## config.mk

```make
export PLATFORM = sky130hd
export DESIGN_NAME = fpu_issue
export DESIGN_NICKNAME = d
export VERILOG_FILES = /design/src/rtl/fpu_issue.sv
export SDC_FILE = /design/constraint.sdc
export NUM_CORES = 1
export LEC_CHECK = 0
export ABC_CLOCK_PERIOD_IN_PS = 1900
export BUFFER_PORTS_ARGS = -buffer_cell sky130_fd_sc_hd__buf_4
export CAP_MARGIN = 20
export CORE_MARGIN = 1
export CORE_UTILIZATION = 47
export DETAILED_ROUTE_END_ITERATION = 10
export PLACE_DENSITY = 0.76
export SLEW_MARGIN = 20
export SYNTH_ARGS = -nofsm -noshare
export SYNTH_HDL_FRONTEND = slang
export SYNTH_SLANG_ARGS = --single-unit
```

## constraint.sdc

```tcl
create_clock -name CLK -period 1.9 [get_ports CLK]
set_input_delay 0.095 -clock CLK [delete_from_list [all_inputs] [get_ports CLK]]
set_output_delay 0.095 -clock CLK [all_outputs]
set_load 0.1 [all_outputs]
```

## src/rtl/fpu_issue.sv

```systemverilog
// fpu_issue: issue/writeback sequencer placed directly in front of the FPU wrapper.
// It takes one decoded FP instruction, holds the FPU operands stable, and raises
// fpu_distinct so the FPU sees a rising edge. The pipeline is stalled until the
// FPU reports valid, and then the block emits a one-cycle writeback.
//
// Ports:
//   CLK, reset            clock; synchronous active-low reset
//   issue_valid/ready     instruction handshake from register-read
//   ALUOp_in, rd_in,
//   op1_in, op2_in        decoded instruction fields
//   fpu_*  (out)          FPU inputs: AorF, ALUOp, op1, op2, distinct_
//   fpu_valid, fpu_result,
//   fpu_AorF_  (in)       FPU result, and where it goes (1 = FP reg, 0 = int reg)
//   stall                 pipeline hold while an operation is in flight
//   wb_valid/fp/rd/data   one-cycle writeback; the fields hold between strobes
//   illegal_op            one-cycle pulse for an unsupported ALUOp
//   err_timeout           sticky, set when the FPU never answers
//
// state  | meaning
// S_IDLE | ready for an instruction, FPU idle
// S_WAIT | fpu_distinct high, waiting for fpu_valid or a timeout
// S_GAP  | fpu_distinct low, waiting for the FPU to drop valid
module fpu_issue #(
  parameter int TAG_W   = 5,
  parameter int TIMEOUT = 255
) (
  input  logic             CLK,
  input  logic             reset,
  input  logic             issue_valid,
  output logic             issue_ready,
  input  logic [3:0]       ALUOp_in,
  input  logic [TAG_W-1:0] rd_in,
  input  logic [31:0]      op1_in,
  input  logic [31:0]      op2_in,
  output logic             fpu_AorF,
  output logic [3:0]       fpu_ALUOp,
  output logic [31:0]      fpu_op1,
  output logic [31:0]      fpu_op2,
  output logic             fpu_distinct,
  input  logic             fpu_valid,
  input  logic [31:0]      fpu_result,
  input  logic             fpu_AorF_,
  output logic             stall,
  output logic             wb_valid,
  output logic             wb_fp,
  output logic [TAG_W-1:0] wb_rd,
  output logic [31:0]      wb_data,
  output logic             illegal_op,
  output logic             err_timeout
);

  localparam int CW = $clog2(TIMEOUT + 1);
  // Terminal count: the TIMEOUT-th WAIT cycle ends without a result.
  localparam logic [CW-1:0] TC = CW'(TIMEOUT - 1);

  typedef enum logic [1:0] {S_IDLE, S_WAIT, S_GAP} state_t;

  state_t           state_q, state_d;
  logic [CW-1:0]    cnt_q, cnt_d;
  logic [3:0]       aluop_q, aluop_d;
  logic [TAG_W-1:0] rd_q, rd_d;
  logic [31:0]      op1_q, op1_d;
  logic [31:0]      op2_q, op2_d;
  logic             wb_valid_q, wb_valid_d;
  logic             wb_fp_q, wb_fp_d;
  logic [TAG_W-1:0] wb_rd_q, wb_rd_d;
  logic [31:0]      wb_data_q, wb_data_d;
  logic             illegal_q, illegal_d;
  logic             err_q, err_d;
  logic             legal;

  always_comb begin
    legal = 1'b0;
    case (ALUOp_in)
      4'b0011, 4'b0100, 4'b1110, 4'b1101,
      4'b1100, 4'b1011, 4'b1010: legal = 1'b1;
      default:                   legal = 1'b0;
    endcase
  end

  always_comb begin
    state_d    = state_q;
    cnt_d      = cnt_q;
    aluop_d    = aluop_q;
    rd_d       = rd_q;
    op1_d      = op1_q;
    op2_d      = op2_q;
    wb_valid_d = 1'b0;
    wb_fp_d    = wb_fp_q;
    wb_rd_d    = wb_rd_q;
    wb_data_d  = wb_data_q;
    illegal_d  = 1'b0;
    err_d      = err_q;
    case (state_q)
      S_IDLE: begin
        if (issue_valid) begin
          // An illegal op is dropped before it reaches the FPU inputs, so the
          // FPU sees no activity at all.
          if (legal) begin
            aluop_d = ALUOp_in;
            rd_d    = rd_in;
            op1_d   = op1_in;
            op2_d   = op2_in;
            cnt_d   = '0;
            state_d = S_WAIT;
          end else begin
            illegal_d = 1'b1;
          end
        end
      end
      S_WAIT: begin
        // A result on the terminal cycle still wins over the timeout.
        if (fpu_valid) begin
          wb_valid_d = 1'b1;
          wb_fp_d    = fpu_AorF_;
          wb_rd_d    = rd_q;
          wb_data_d  = fpu_result;
          state_d    = S_GAP;
        end else if (cnt_q == TC) begin
          err_d   = 1'b1;
          state_d = S_GAP;
        end else begin
          cnt_d = cnt_q + CW'(1);
        end
      end
      S_GAP: begin
        // The FPU holds valid for two cycles; leaving only once it drops
        // keeps the stale valid from being taken as the next op's result.
        if (!fpu_valid) state_d = S_IDLE;
      end
      default: state_d = S_IDLE;
    endcase
  end

  always_ff @(posedge CLK) begin
    if (!reset) begin
      state_q    <= S_IDLE;
      cnt_q      <= '0;
      aluop_q    <= '0;
      rd_q       <= '0;
      op1_q      <= '0;
      op2_q      <= '0;
      wb_valid_q <= 1'b0;
      wb_fp_q    <= 1'b0;
      wb_rd_q    <= '0;
      wb_data_q  <= '0;
      illegal_q  <= 1'b0;
      err_q      <= 1'b0;
    end else begin
      state_q    <= state_d;
      cnt_q      <= cnt_d;
      aluop_q    <= aluop_d;
      rd_q       <= rd_d;
      op1_q      <= op1_d;
      op2_q      <= op2_d;
      wb_valid_q <= wb_valid_d;
      wb_fp_q    <= wb_fp_d;
      wb_rd_q    <= wb_rd_d;
      wb_data_q  <= wb_data_d;
      illegal_q  <= illegal_d;
      err_q      <= err_d;
    end
  end

  assign issue_ready  = (state_q == S_IDLE);
  assign stall        = (state_q != S_IDLE);
  assign fpu_distinct = (state_q == S_WAIT);
  assign fpu_AorF     = (state_q == S_WAIT);
  assign fpu_ALUOp    = aluop_q;
  assign fpu_op1      = op1_q;
  assign fpu_op2      = op2_q;
  assign wb_valid     = wb_valid_q;
  assign wb_fp        = wb_fp_q;
  assign wb_rd        = wb_rd_q;
  assign wb_data      = wb_data_q;
  assign illegal_op   = illegal_q;
  assign err_timeout  = err_q;

endmodule

```

Word level (Yosys, flattened, before mapping)

Cells that the tools add are included.

Register bits: 124
Output and inout bits: 113
Word-level logic and storage cells: 55

Add/sub/neg operators: 1
Equal/unequal tests: 16
Mux-type cells: 14
Bitwise operators: 1
Reductions and logical operators: 11

Operator list:

| kind                | count |
|---|---|
| $mux 8              | 4 |
| $eq 4x4->1 const B  | 5 |
| $pmux 8 s2          | 1 |
| $mux 2              | 5 |
| $reduce_and 3->1    | 3 |
| $add 8x1->8 const B | 1 |
| $eq 8x8->1 const B  | 1 |
| $ne 2x2->1 const B  | 4 |
| $reduce_or 7->1     | 1 |
| $pmux 2 s3          | 1 |
| $reduce_and 5->1    | 1 |
| $eq 4x2->1 const B  | 1 |
| $eq 4x3->1 const B  | 1 |
| $reduce_and 2->1    | 2 |
| $reduce_and 4->1    | 1 |
| $reduce_bool 2->1   | 2 |
| $mux 1              | 3 |
| $ne 3x1->1 const B  | 1 |
| $eq 2x1->1 const B  | 1 |
| $eq 2x2->1 const B  | 1 |
| $logic_not 2->1     | 1 |
| $ne 2x1->1 const B  | 1 |
| $not 1->1           | 1 |

Longest topological paths before layout

Gate-level depths: netlist (run 1).

Depth in word-level cells: 6
Mapped depth: 8
Gate-level depth less buffers: 7

Worst setup path before layout (run 1)

No wires, ideal clock.

Kind: register -> register
From: register state_q[1]
To: register op2_q[10] (netlist: fpu_op2[10])
Setup time: 0.071 ns
Data arrival time: 2.173 ns
Required time: 1.829 ns
Path slack: -0.344 ns
Cell stages (with the launch flop): 8
Path buffers: 2
Period minus slack after synthesis: 2.244 ns
Cells stage by stage: dfxtp_1 > nor2_2 > o2111a_2 > o21a_1 > buf_6 > buf_6 > nand2_2 > a21oi_2

Word-level cells in the longest chain between the ends: 2

Ends and longest elaborated chain:

| what                              | line | text |
|---|---|---|
| start: declaration                | 58   | `state_t state_q, state_d;` |
| start signal: assignment          | 150  | `state_q <= state_d;` |
| $logic_not 2->1                   | --   |  |
| net issue_ready                   | 30   | `output logic issue_ready,` |
| $reduce_and 3->1 (no source line) | --   |  |
| end signal: assignment            | 155  | `op2_q <= op2_d;` |
| end: declaration                  | 63   | `logic [31:0] op2_q, op2_d;` |

The timed path passes the listed nets, and every way through them passes these cells.
A chain may end at the register's enable or synchronous reset.

Worst setup path in the final report (run 1)

From: input port ALUOp_in[1]
To: register op2_q[23] (netlist: fpu_op2[23])

Word-level cells in the longest chain between the ends: 4
Elaborated cells between the ends (all ways): 10

Ends and longest elaborated chain:

| what                                     | line | text |
|---|---|---|
| start: declaration                       | 31   | `input logic [3:0] ALUOp_in,` |
| $eq 4x2->1, or another cell as far along | 74   | `case (ALUOp_in)` |
| $reduce_or 7->1 *                        | 74   |  |
| $mux 1 *                                 | 74   |  |
| $reduce_and 3->1 (no source line) *      | --   |  |

Every way passes the cells marked *; elsewhere a longest branch is shown, timed or not.

==> summary.log, run 1 <==
qor: run_status.run_status finished clean
qor: pwr.internal_power 0.005474 W
qor: detailed_routing.via_density_per_instance 4.951
qor: grt.antenna_found_initial 0
qor: cts.htree_levels 4
qor: grt.overflow 0
qor: pwr.power.leakage 3.470 nW
qor: sta.timing.slew.headroom 58.82%
qor: yosys.synth_nets 686
qor: placement.place.port_buffers 222
qor: yosys.synth_edf_count 0
qor: detailed_routing.drt_drc_violations_left 0
qor: pwr.combinationalPowerShare 23.6%
qor: yosys.syn_area 5016 sq um
qor: grt.grt_first_pass_wirelength 24740 um
qor: sta.final_period_minus_worst_setup_slack 1.695 ns
qor: cts.postCtsResizedCells 0
qor: detailed_routing.drt_pass1_iterations 4
qor: sta.final-hold-violation-count 0
qor: floorplan.initial_core_util 48.59%
qor: cells_and_area.fin_util 82.06%
qor: critical_path.timing.critical_path.required 2.34 ns
qor: critical_path.timing.critical_path.slowest_cell_delay 0.56 ns
qor: cells_and_area.final_net_count 1009
qor: cells_and_area.multi_input_comb_area 2248 sq um
qor: placement.gpl.final_weighted_congestion 0.7917
qor: yosys.async_flop_share 0%
qor: cells_and_area.fin_cells 1046
qor: pwr.p_sw_share 32.34%
qor: floorplan.core_area 10320 sq um
qor: cts.cts_setup_buffers 0
qor: sta.worst-slew-pin-transition 0.6154 ns
qor: critical_path.crit_path_cell_trace dlygate4sd3_1 > buf_4 > xnor2_1 > o2111a_2 > o21ai_4 > buf_12 > nand2_1 > a21oi_2
qor: critical_path.crit_path_top_delay_cell sky130_fd_sc_hd__dlygate4sd3_1
qor: grt.grt_pass1_vias 5299
qor: pwr.part_of_the_power_in_registers 34.5%
qor: placement.dp_worst_setup_slack 0.2271 ns
qor: cts.cts_hold_buffers 111
qor: pwr.peak_vdd_ir 0.5841 mV
qor: detailed_routing.totalWireLength 15570 um
qor: detailed_routing.routedWlPerCell 14.88 um
qor: pwr.netSwitchingPower 0.002616 W
qor: floorplan.floorplan.die.width 105.3 um
qor: detailed_routing.vias_after_detailed_routing 5179
qor: yosys.syn_area_per_cell 8.739 sq um
qor: sta.clock.fmax 590.0 MHz
qor: floorplan.height_of_the_die 105.3 um
qor: cts.cts_buffer_depth 2
qor: floorplan.die_area 11090 sq um
qor: run.max-cap-violations 0
qor: placement.detailedPlacementHpwl 9111 um
qor: yosys.dominantRegCellSynth sky130_fd_sc_hd__dfxtp_1
qor: sta.final-max-slew-violation-count 0
qor: grt.global_route.usage.total 28.06%
qor: yosys.synth_cells 574
qor: yosys.ys.warnings.count 0
qor: yosys.netlist-cell-type-count 38
qor: critical_path.startpoint_class_of_the_critical_path input port
qor: floorplan.fp-row-count 37
qor: yosys.synth.yosys.seq_area_share 49.49%
qor: cells_and_area.area_growth 68.90%
qor: sta.final.setup.worst_slack 0.2052 ns
qor: grt.maximum_number_of_pins_on_one_net_before_global_route_repair 52
qor: pwr.powerDensity 954.9 nW/um^2
qor: critical_path.critical_path_arrival 2.13 ns
qor: critical_path.worstSetupPathType input port to flop
qor: cells_and_area.combined_flip_flop_and_latch_cell_area 2484 sq um
qor: detailed_routing.number_of_violations_reported_at_the_end_of_detailed_routing_iteration_0 313
qor: cts.cts_sinks 124
qor: yosys.yosys_register_bits 124
qor: sta.final_period_utilization 89.20%
qor: cells_and_area.diodes 0
qor: yosys.netlist.top_cell.by_area sky130_fd_sc_hd__dfxtp_1
qor: cts.root_buffer sky130_fd_sc_hd__clkbuf_8
qor: placement.dp_cells 903
qor: pwr.power.clock.fraction 41.9%
qor: cts.cts_buffers 17
qor: sta.setup-violations-final 0
qor: critical_path.timing.reg2reg.setup_slack 0.21 ns
qor: yosys.yosys-top-cells-area sky130_fd_sc_hd__dfxtp_1 (49%), sky130_fd_sc_hd__nand2_1 (13%), sky130_fd_sc_hd__a21oi_2 (12%), sky130_fd_sc_hd__nand2_2 (6.2%), sky130_fd_sc_hd__a21oi_1 (4.8%)
qor: floorplan.ios 223
qor: cts.cts_tree yes
qor: cts.worst_skew_pair.late_latency 0.51 ns
qor: cells_and_area.proportion_of_layout_cells_with_a_drive_suffix_above_1 43.74%
qor: sta.unrepaired_setup_endpoints_after_global_routing no
qor: yosys.synth_largest_type_area_fraction 49.49%
qor: worst_hold_path.hp-class input port to flop
qor: critical_path.end_kind flop
qor: critical_path.cp_max_fo 51
qor: yosys.synth.top_cells.by_count sky130_fd_sc_hd__nand2_1 (180), sky130_fd_sc_hd__dfxtp_1 (124), sky130_fd_sc_hd__a21oi_2 (71)
qor: pwr.finalPower 0.008090 W
qor: detailed_routing.number_of_antenna_violating_nets_in_the_routed_design 0
qor: cts.clk_transition_reported_paths 0.06 ns
qor: sta.finalClockSkew 0.009966 ns
qor: yosys.yosysMostFrequentCell sky130_fd_sc_hd__nand2_1
qor: cells_and_area.fillCellCount 584
==> cells by family after synthesis <==
family          share of synthesized area, %
flops                                  49.49
buf+inv                                6.136
simple gates                           22.97
fa+ha+maj                             0.4988
xor+xnor                              0.1746
compound gates                         20.73
==> routing by layer <==
layer	vias up	wire length, um	global-route usage (%)
li1	2532	-	-
met2	211	8119	50.23
met3	46	930	8.101
met5	-	0	0
met1	2390	5980	30.05
met4	0	535	13.88
==> per-stage QoR <==
stage,hold WS [ns],TNS [ns],instance area [sq um]
3_5_place_dp,0.3464,0,6735
6_report,0.3787,0,8472
2_1_floorplan,0.2133,-0.1888,5034
5_1_grt,0.3631,0,8472
4_1_cts,0.3490,0,8472
3_3_place_gp,0.3420,0,6735
==> power groups by stage <==
stage	clock network, W	registers (W)	logic [W]
after floorplan	0	0.00361	0.000501
after global placement	0	0.00284	0.00168
after detailed placement	0	0.00284	0.00170
after CTS	0.00343	0.00279	0.00189
after global routing	0.00358	0.00280	0.00199
final	0.00339	0.00279	0.00191
==> cell type report <==
type	instances	area share (%)
well taps	136	2.009
repair buffers	343	34.41
clock buffers	17	4.888
flip-flops and latches	124	29.32
multi-input cells	405	26.54
clock inverters	15	2.496
inverters	6	0.3397
==> flip-flops by register name, indices dropped and copies added, names as in the netlist, 2 cells and up <==
| name | count |
|---|---|
| wb_data | 32 |
| fpu_op2 | 32 |
| state_q | 2 |
| fpu_ALUOp | 4 |
| wb_rd | 5 |
| cnt_q | 8 |
| fpu_op1 | 32 |
| rd_q | 5 |
==> layout by cell type, fill, tap and decap left out, types with 4 or more instances in the layout <==
master,n
sky130_fd_sc_hd__nor2_1,10
sky130_fd_sc_hd__clkinv_4,5
sky130_fd_sc_hd__buf_4,227
sky130_fd_sc_hd__nand2_2,50
sky130_fd_sc_hd__nand3_1,4
sky130_fd_sc_hd__inv_6,4
sky130_fd_sc_hd__inv_1,4
sky130_fd_sc_hd__nor3_1,5
sky130_fd_sc_hd__buf_12,5
sky130_fd_sc_hd__a21oi_2,71
sky130_fd_sc_hd__nand2b_1,4
sky130_fd_sc_hd__o21ai_0,6
sky130_fd_sc_hd__clkbuf_16,16
sky130_fd_sc_hd__nand2_1,180
sky130_fd_sc_hd__bufinv_16,4
sky130_fd_sc_hd__dfxtp_1,123
sky130_fd_sc_hd__a21oi_1,48
sky130_fd_sc_hd__dlygate4sd3_1,111
==> worst paths after layout <==
kind	startpoint	endpoint	cells past startpoint
hold / removal	rd_in[1]	rd_q[1]	4
setup reg to reg	cnt_q[0]	cnt_q[7]	7
hold reg to reg	wb_data[11]	wb_data[11]	2
setup / recovery	ALUOp_in[1]	fpu_op2[23]	8
==> worst max-delay path: cells and delay by family <==
family / cells / cell delay, ns
and+or+nand+nor: 1 / 0.12
AOI/OAI and AO/OA: 3 / 0.72
xor gates and xnor gates: 1 / 0.12
buffers and inverters: 3 / 1.05
(Power assumes the default switching activity.)
==> run 2, diff against run 1 <==
Settings changed: PLACE_DENSITY 0.76 to 0.8.
==> run 2 against run 1 <==
Sequential share of layout area rose by 0.11 points. Power fell by 3.0%. Critical path depth fell by 2. Maximum frequency fell by 3.7%. Sequential cell count did not move. Combinational power barely moved. Design area fell by 0.38%. Clock skew barely moved.
==> summary.log, run 2 (synthesis gave the netlist of run 1 again) <==
qor: cts.cts_buffer_depth 2 [unchanged]
qor: cts.cts_setup_buffers 0 [unchanged]
qor: cts.cts_buffers 17 [unchanged]
qor: grt.antenna_found_initial 0 [unchanged]
qor: detailed_routing.vias_after_detailed_routing 5164 [was 5179]
qor: detailed_routing.totalWireLength 15380 um [was 15570 um]
qor: critical_path.startpoint_class_of_the_critical_path flop [was input port]
qor: sta.setup-violations-final 0 [unchanged]
qor: floorplan.floorplan.die.width 105.3 um [unchanged]
qor: cells_and_area.proportion_of_layout_cells_with_a_drive_suffix_above_1 43.45% [was 43.74%]
qor: placement.place.port_buffers 222 [unchanged]
qor: critical_path.rr_worst_depth 6 [was 7]
qor: cells_and_area.fin_cells 1045 [was 1046]
qor: sta.finalClockSkew 0.01044 ns [was 0.009966 ns]
qor: critical_path.end_kind flop [unchanged]
qor: cts.root_buffer sky130_fd_sc_hd__clkbuf_8 [unchanged]
qor: critical_path.timing.reg2reg.setup_slack 0.14 ns [was 0.21 ns]
qor: grt.maximum_number_of_pins_on_one_net_before_global_route_repair 62 [was 52]
qor: critical_path.critical_path_arrival 2.19 ns [was 2.13 ns]
qor: critical_path.timing.critical_path.slowest_cell_delay 0.50 ns [was 0.56 ns]
qor: worst_hold_path.min_path_cells 4 [unchanged]
qor: run.max-cap-violations 0 [unchanged]
qor: critical_path.cp_max_fo 47 [was 51]
qor: worst_hold_path.hp-class input port to flop [unchanged]
qor: placement.dp_cells 902 [was 903]
qor: floorplan.core_area 10320 sq um [unchanged]
qor: grt.grt_pass1_vias 5359 [was 5299]
qor: detailed_routing.number_of_antenna_violating_nets_in_the_routed_design 0 [unchanged]
qor: worst_hold_path.min-delay-start op2_in[17] [was rd_in[1]]
qor: floorplan.initial_core_util 48.59% [unchanged]
qor: cells_and_area.diodes 0 [unchanged]
qor: worst_hold_path.hold_end fpu_op2[17] [was rd_q[1]]
qor: critical_path.crit_path_cell_trace nor2_4 > o2111a_2 > o21ai_4 > buf_12 > nand2_1 > a21oi_2 [was dlygate4sd3_1 > buf_4 > xnor2_1 > o2111a_2 > o21ai_4 > buf_12 > nand2_1 > a21oi_2]
qor: sta.final-hold-violation-count 0 [unchanged]
qor: cts.cts_sinks 124 [unchanged]
qor: detailed_routing.routedWlPerCell 14.71 um [was 14.88 um]
qor: sta.final_period_minus_worst_setup_slack 1.760 ns [was 1.695 ns]
qor: detailed_routing.drt_drc_violations_left 0 [unchanged]
qor: placement.gpl.final_weighted_congestion 0.9004 [was 0.7917]
qor: sta.worst_hold_slack 0.3823 ns [was 0.3787 ns]
qor: grt.overflow 0 [unchanged]
qor: grt.grt_util_met3 7.854% [was 8.101%]
qor: critical_path.cp.buffers_inverters 1 [was 3]
qor: critical_path.crit_path_top_delay_cell sky130_fd_sc_hd__dfxtp_1 [was sky130_fd_sc_hd__dlygate4sd3_1]
qor: critical_path.reg2reg_from state_q[0] [was cnt_q[0]]
qor: cells_and_area.final_net_count 1008 [was 1009]
qor: pwr.finalPower 0.007851 W [was 0.008090 W]
qor: cts.cts_tree yes [unchanged]
qor: grt.global_route.usage.met2 51.50% [was 50.23%]
qor: detailed_routing.number_of_violations_reported_at_the_end_of_detailed_routing_iteration_0 308 [was 313]
qor: critical_path.timing.critical_path.required 2.33 ns [was 2.34 ns]
qor: grt.grt_first_pass_wirelength 24800 um [was 24740 um]
qor: critical_path.critical-path-top-delay-family compound AO/OA/AOI/OAI gates [was buffers and inverters]
qor: sta.final-max-slew-violation-count 0 [unchanged]
qor: cells_and_area.area_growth 68.25% [was 68.90%]
qor: critical_path.worstSetupPathType flop to flop [was input port to flop]
qor: cells_and_area.mostFrequentLayoutCells sky130_fd_sc_hd__buf_4 (225), sky130_fd_sc_hd__nand2_1 (180), sky130_fd_sc_hd__dfxtp_1 (123) [was sky130_fd_sc_hd__buf_4 (227), sky130_fd_sc_hd__nand2_1 (180), sky130_fd_sc_hd__dfxtp_1 (123)]
qor: cts.worst_skew_pair.late_latency 0.50 ns [was 0.51 ns]
qor: grt.busiest_layer met2 [unchanged]
qor: floorplan.ios 223 [unchanged]
qor: grt.groute.layer.met1.usage 29.29% [was 30.05%]
qor: sta.final.setup.worst_slack 0.1395 ns [was 0.2052 ns]
qor: floorplan.fp-row-count 37 [unchanged]
qor: pwr.power.leakage 3.448 nW [was 3.470 nW]
qor: critical_path.r2r-end fpu_op1[23] [was cnt_q[7]]
qor: sta.unrepaired_setup_endpoints_after_global_routing no [unchanged]
qor: floorplan.die_area 11090 sq um [unchanged]
qor: run_status.run_status finished clean [unchanged]
qor: grt.global_route.usage.total 28.06% [about the same]
qor: pwr.powerDensity 930.2 nW/um^2 [was 954.9 nW/um^2]
qor: placement.detailedPlacementHpwl 8925 um [was 9111 um]
qor: sta.clock.fmax 568.0 MHz [was 590.0 MHz]
qor: cts.clk_transition_reported_paths 0.06 ns [about the same]
qor: cts.htree_levels 4 [unchanged]
qor: sta.timing.slew.headroom 49.89% [was 58.82%]
qor: detailed_routing.drt_pass1_iterations 4 [unchanged]
qor: pwr.peak_vdd_ir 0.5688 mV [was 0.5841 mV]
qor: cells_and_area.layout.cells.most_common sky130_fd_sc_hd__buf_4 [unchanged]
qor: placement.dp_worst_setup_slack 0.2128 ns [was 0.2271 ns]
qor: floorplan.height_of_the_die 105.3 um [unchanged]
qor: sta.final_period_utilization 92.66% [was 89.20%]
qor: detailed_routing.via_density_per_instance 4.942 [was 4.951]
qor: sta.worst-slew-pin-transition 0.7488 ns [was 0.6154 ns]
## run 2: stage by stage
stage          util [%]  instance area (sq um)  setup TNS, ns
2_1_floorplan         -                   5034        -0.1888
3_3_place_gp      65.29                   6740              0
4_1_cts           81.69                   8433              0
6_report          81.75                   8439              0
3_5_place_dp      65.29                   6740              0
5_1_grt           81.75                   8439              0
## run 2: timing repair
| action | in CTS | in global routing |
|---|---|---|
| gates resized for setup | 0 | 1 |
| hold buffers | 111 | 0 |
| hold endpoints to repair | 116 | 0 |
| setup endpoints to repair | 0 | 1 |
## run 2: power by group
group	internal [W]	leakage [nW]	switching [W]
Sequential	0.00272	1.01	0.0000714
Clock	0.00202	0.280	0.00112
Combinational	0.000606	2.16	0.00131
## run 2: layer usage
metal,vias to the layer above,routed length [um]
met5,-,0
met2,229,8057
met1,2388,5950
li1,2519,-
met3,28,1078
met4,0,290
## run 2: layout make-up
| class | instances | area [sq um] |
|---|---|---|
| Timing Repair Buffer | 342 | 2920 |
| Sequential cell | 124 | 2484 |
| Clock inverter | 12 | 146.4 |
| Tap cell | 136 | 170.2 |
| Multi-Input combinational cell | 405 | 2255 |
| Clock buffer | 20 | 435.4 |
| Fill cell | 574 | 1884 |
| Inverter | 6 | 28.78 |
## run 2: worst min-delay path, delay by kind of cell
family	cells	cell delay [ns]
buffers and inverters	2	0.62
AOI/OAI and AO/OA	1	0.09
and+or+nand+nor	1	0.04
## run 2: worst max-delay path by stage
stage | from | to | cells after the start
finish | state_q[0] | fpu_op1[23] | 6
global route | cnt_q[0] | cnt_q[2] | 6
CTS | state_q[0] | fpu_AorF | 3
detailed placement | cnt_q[0] | cnt_q[7] | 7
global placement | state_q[0] | fpu_op2[8] | 6
floorplan | state_q[0] | fpu_op2[10] | 7
==> run 3, diff against run 2 <==
Settings changed: SETUP_SLACK_MARGIN set to 0.2.
==> run 3 against run 2 <==
Critical path depth rose by 2. Power rose by 1.7%. Clock-buffer cell count fell by 2. Worst setup slack better by 0.084 ns. Global-route usage grew 0.70 points. Clock skew down 0.0035 ns. Design area up 1.8%. Final cell count is 0.86% higher. Sequential cell count stayed put. Via count increased by 3.4%. Non-clock buffer count grew 10. Sequential share of layout area down 0.47 points. Critical endpoint is now fpu_op2[15]. Highest routed layer unchanged.
==> summary.log, run 3 (synthesis gave the netlist of run 1 again) <==
qor: pwr.powerDensity 929.8 nW/um^2 [was 930.2 nW/um^2]
qor: sta.final-hold-violation-count 0 [unchanged]
qor: sta.timing.slew.headroom 53.94% [was 49.89%]
qor: floorplan.core_area 10320 sq um [unchanged]
qor: cts.cts_tree yes [unchanged]
qor: grt.maximum_number_of_pins_on_one_net_before_global_route_repair 55 [was 62]
qor: critical_path.worstSetupPathType input port to flop [was flop to flop]
qor: sta.final.setup.worst_slack 0.2232 ns [was 0.1395 ns]
qor: cts.cts_buffers 17 [unchanged]
qor: critical_path.startpoint_class_of_the_critical_path input port [was flop]
qor: sta.final_period_utilization 88.25% [was 92.66%]
qor: cts.root_buffer sky130_fd_sc_hd__clkbuf_8 [unchanged]
qor: detailed_routing.top_layer_used met4 [unchanged]
qor: floorplan.height_of_the_die 105.3 um [unchanged]
qor: sta.unrepaired_setup_endpoints_after_global_routing yes [was no]
qor: cells_and_area.fin_cells 1054 [was 1045]
qor: placement.dp_worst_setup_slack 0.1996 ns [was 0.2128 ns]
qor: placement.gpl.final_weighted_congestion 0.8818 [was 0.9004]
qor: run_status.run_status finished clean [unchanged]
qor: cts.cts_sinks 124 [unchanged]
qor: detailed_routing.via_density_per_instance 5.068 [was 4.942]
qor: placement.dp_cells 903 [was 902]
qor: cells_and_area.final_net_count 1018 [was 1008]
qor: cts.clk_transition_reported_paths 0.06 ns [about the same]
qor: cells_and_area.fillCellCount 560 [was 574]
qor: grt.grt_first_pass_wirelength 25540 um [was 24800 um]
qor: cells_and_area.area_growth 71.24% [was 68.25%]
qor: critical_path.critical_path_arrival 2.11 ns [was 2.19 ns]
qor: sta.final-max-slew-violation-count 0 [unchanged]
qor: grt.grt_pass1_vias 5372 [was 5359]
qor: grt.global_route.usage.total 28.76% [was 28.06%]
qor: detailed_routing.total_routed_wire_length_on_the_met1_layer 6612 um [was 5950 um]
qor: floorplan.floorplan.die.width 105.3 um [unchanged]
qor: placement.place.port_buffers 222 [unchanged]
qor: grt.overflow 0 [unchanged]
qor: detailed_routing.drt_pass1_iterations 5 [was 4]
qor: cts.htree_levels 4 [unchanged]
qor: cells_and_area.proportion_of_layout_cells_with_a_drive_suffix_above_1 45.10% [was 43.45%]
qor: detailed_routing.routedWlPerCell 16.00 um [was 14.71 um]
qor: placement.detailedPlacementHpwl 9175 um [was 8925 um]
qor: sta.clock.fmax 596.4 MHz [was 568.0 MHz]
qor: floorplan.die_area 11090 sq um [unchanged]
qor: run.max-cap-violations 0 [unchanged]
qor: detailed_routing.number_of_antenna_violating_nets_in_the_routed_design 0 [unchanged]
qor: sta.setup-violations-final 0 [unchanged]
qor: critical_path.cp_max_fo 27 [was 47]
qor: pwr.peak_vdd_ir 0.5530 mV [was 0.5688 mV]
qor: worst_hold_path.hp-class input port to flop [unchanged]
qor: pwr.finalPower 0.007987 W [was 0.007851 W]
qor: critical_path.timing.critical_path.required 2.33 ns [about the same]
qor: sta.final_period_minus_worst_setup_slack 1.677 ns [was 1.760 ns]
qor: detailed_routing.number_of_violations_reported_at_the_end_of_detailed_routing_iteration_0 299 [was 308]
qor: cells_and_area.mostFrequentLayoutCells sky130_fd_sc_hd__buf_4 (233), sky130_fd_sc_hd__nand2_1 (179), sky130_fd_sc_hd__dfxtp_1 (120) [was sky130_fd_sc_hd__buf_4 (225), sky130_fd_sc_hd__nand2_1 (180), sky130_fd_sc_hd__dfxtp_1 (123)]
qor: cells_and_area.diodes 0 [unchanged]
qor: sta.worst-slew-pin-transition 0.6882 ns [was 0.7488 ns]
qor: floorplan.ios 223 [unchanged]
qor: detailed_routing.drt_drc_violations_left 0 [unchanged]
qor: cells_and_area.fin_util 83.20% [was 81.75%]
qor: sta.finalClockSkew 0.006918 ns [was 0.01044 ns]
qor: floorplan.fp-row-count 37 [unchanged]
qor: cells_and_area.layout.cells.most_common sky130_fd_sc_hd__buf_4 [unchanged]
qor: detailed_routing.routed-wl-met3 1086 um [was 1078 um]
qor: grt.antenna_found_initial 0 [unchanged]
qor: floorplan.initial_core_util 48.59% [unchanged]
qor: detailed_routing.totalWireLength 16860 um [was 15380 um]
qor: detailed_routing.met2_length 8695 um [was 8057 um]
qor: pwr.power.leakage 3.526 nW [was 3.448 nW]
qor: cts.cts_buffer_depth 2 [unchanged]
qor: cts.worst_skew_pair.late_latency 0.50 ns [about the same]
qor: critical_path.end_kind flop [unchanged]
qor: detailed_routing.vias_after_detailed_routing 5342 [was 5164]
run 3: changes by cell type in the layout (fill, tap and decap cells not counted), sizes merged:
cell / previous run / this run
buf: 231 / 240
clkbuf: 20 / 19
clkinv: 6 / 5
clkinvlp: 4 / 5
inv: 5 / 6
run 3: worst paths after layout:
path / slack, ns / from / to / cells past startpoint
worst min-delay path: 0.38 / op1_in[16] / fpu_op1[16] / 4
worst max-delay path: 0.22 / ALUOp_in[1] / fpu_op2[15] / 8
worst max register to register: 0.25 / cnt_q[0] / cnt_q[7] / 7
worst min register to register: 0.45 / rd_q[2] / wb_rd[2] / 2
run 3: per-layer routing:
| metal | GRT usage (%) | up-vias |
|---|---|---|
| met5 | 0 | - |
| met1 | 31.75 | 2522 |
| met4 | 12.58 | 0 |
| li1 | - | 2542 |
| met3 | 6.555 | 39 |
| met2 | 52.40 | 239 |
run 3: through the flow:
| step | TNS [ns] | cell area [sq um] | hold WS, ns |
|---|---|---|---|
| after global routing | 0 | 8589 | 0.3714 |
| after detailed placement | 0 | 6751 | 0.3460 |
| final | 0 | 8589 | 0.3797 |
| after CTS | 0 | 8459 | 0.3737 |
| after floorplan | -0.06434 | 5065 | 0.2133 |
| after global placement | 0 | 6751 | 0.3414 |
run 3: power breakdown:
| part | internal (W) | switching, W | total (W) |
|---|---|---|---|
| Combinational | 0.000623 | 0.00134 | 0.00196 |
| Clock | 0.00203 | 0.00119 | 0.00323 |
| Sequential | 0.00272 | 0.0000739 | 0.00280 |
| Total | 0.00538 | 0.00261 | 0.00799 |
run 3: cell type report:
type                    count  area, sq um  area share, %
repair buffers            352         3017          35.12
flip-flops and latches    124         2487          28.96
multi-input cells         405         2290          26.66
clock buffers              18        427.9          4.982
well taps                 136        170.2          1.981
clock inverters            13        168.9          1.966
inverters                   6        28.78         0.3350
run 3: worst max-delay path, stage by stage:
cell and delay, ns:
sky130_fd_sc_hd__dlygate4sd3_1 0.55, sky130_fd_sc_hd__buf_4 0.18, sky130_fd_sc_hd__xnor2_1 0.13, sky130_fd_sc_hd__o2111a_2 0.30, sky130_fd_sc_hd__o21ai_4 0.27, sky130_fd_sc_hd__buf_12 0.27
sky130_fd_sc_hd__nand2_1 0.12, sky130_fd_sc_hd__a21oi_2 0.17
run 3: what timing repair did:
item                                    4_1_cts  5_1_grt
endpoints found under the setup margin        0       54
resized for setup                             0       10
hold endpoints to repair                    111        0
setup buffers                                 0        7
hold buffers                                111        0
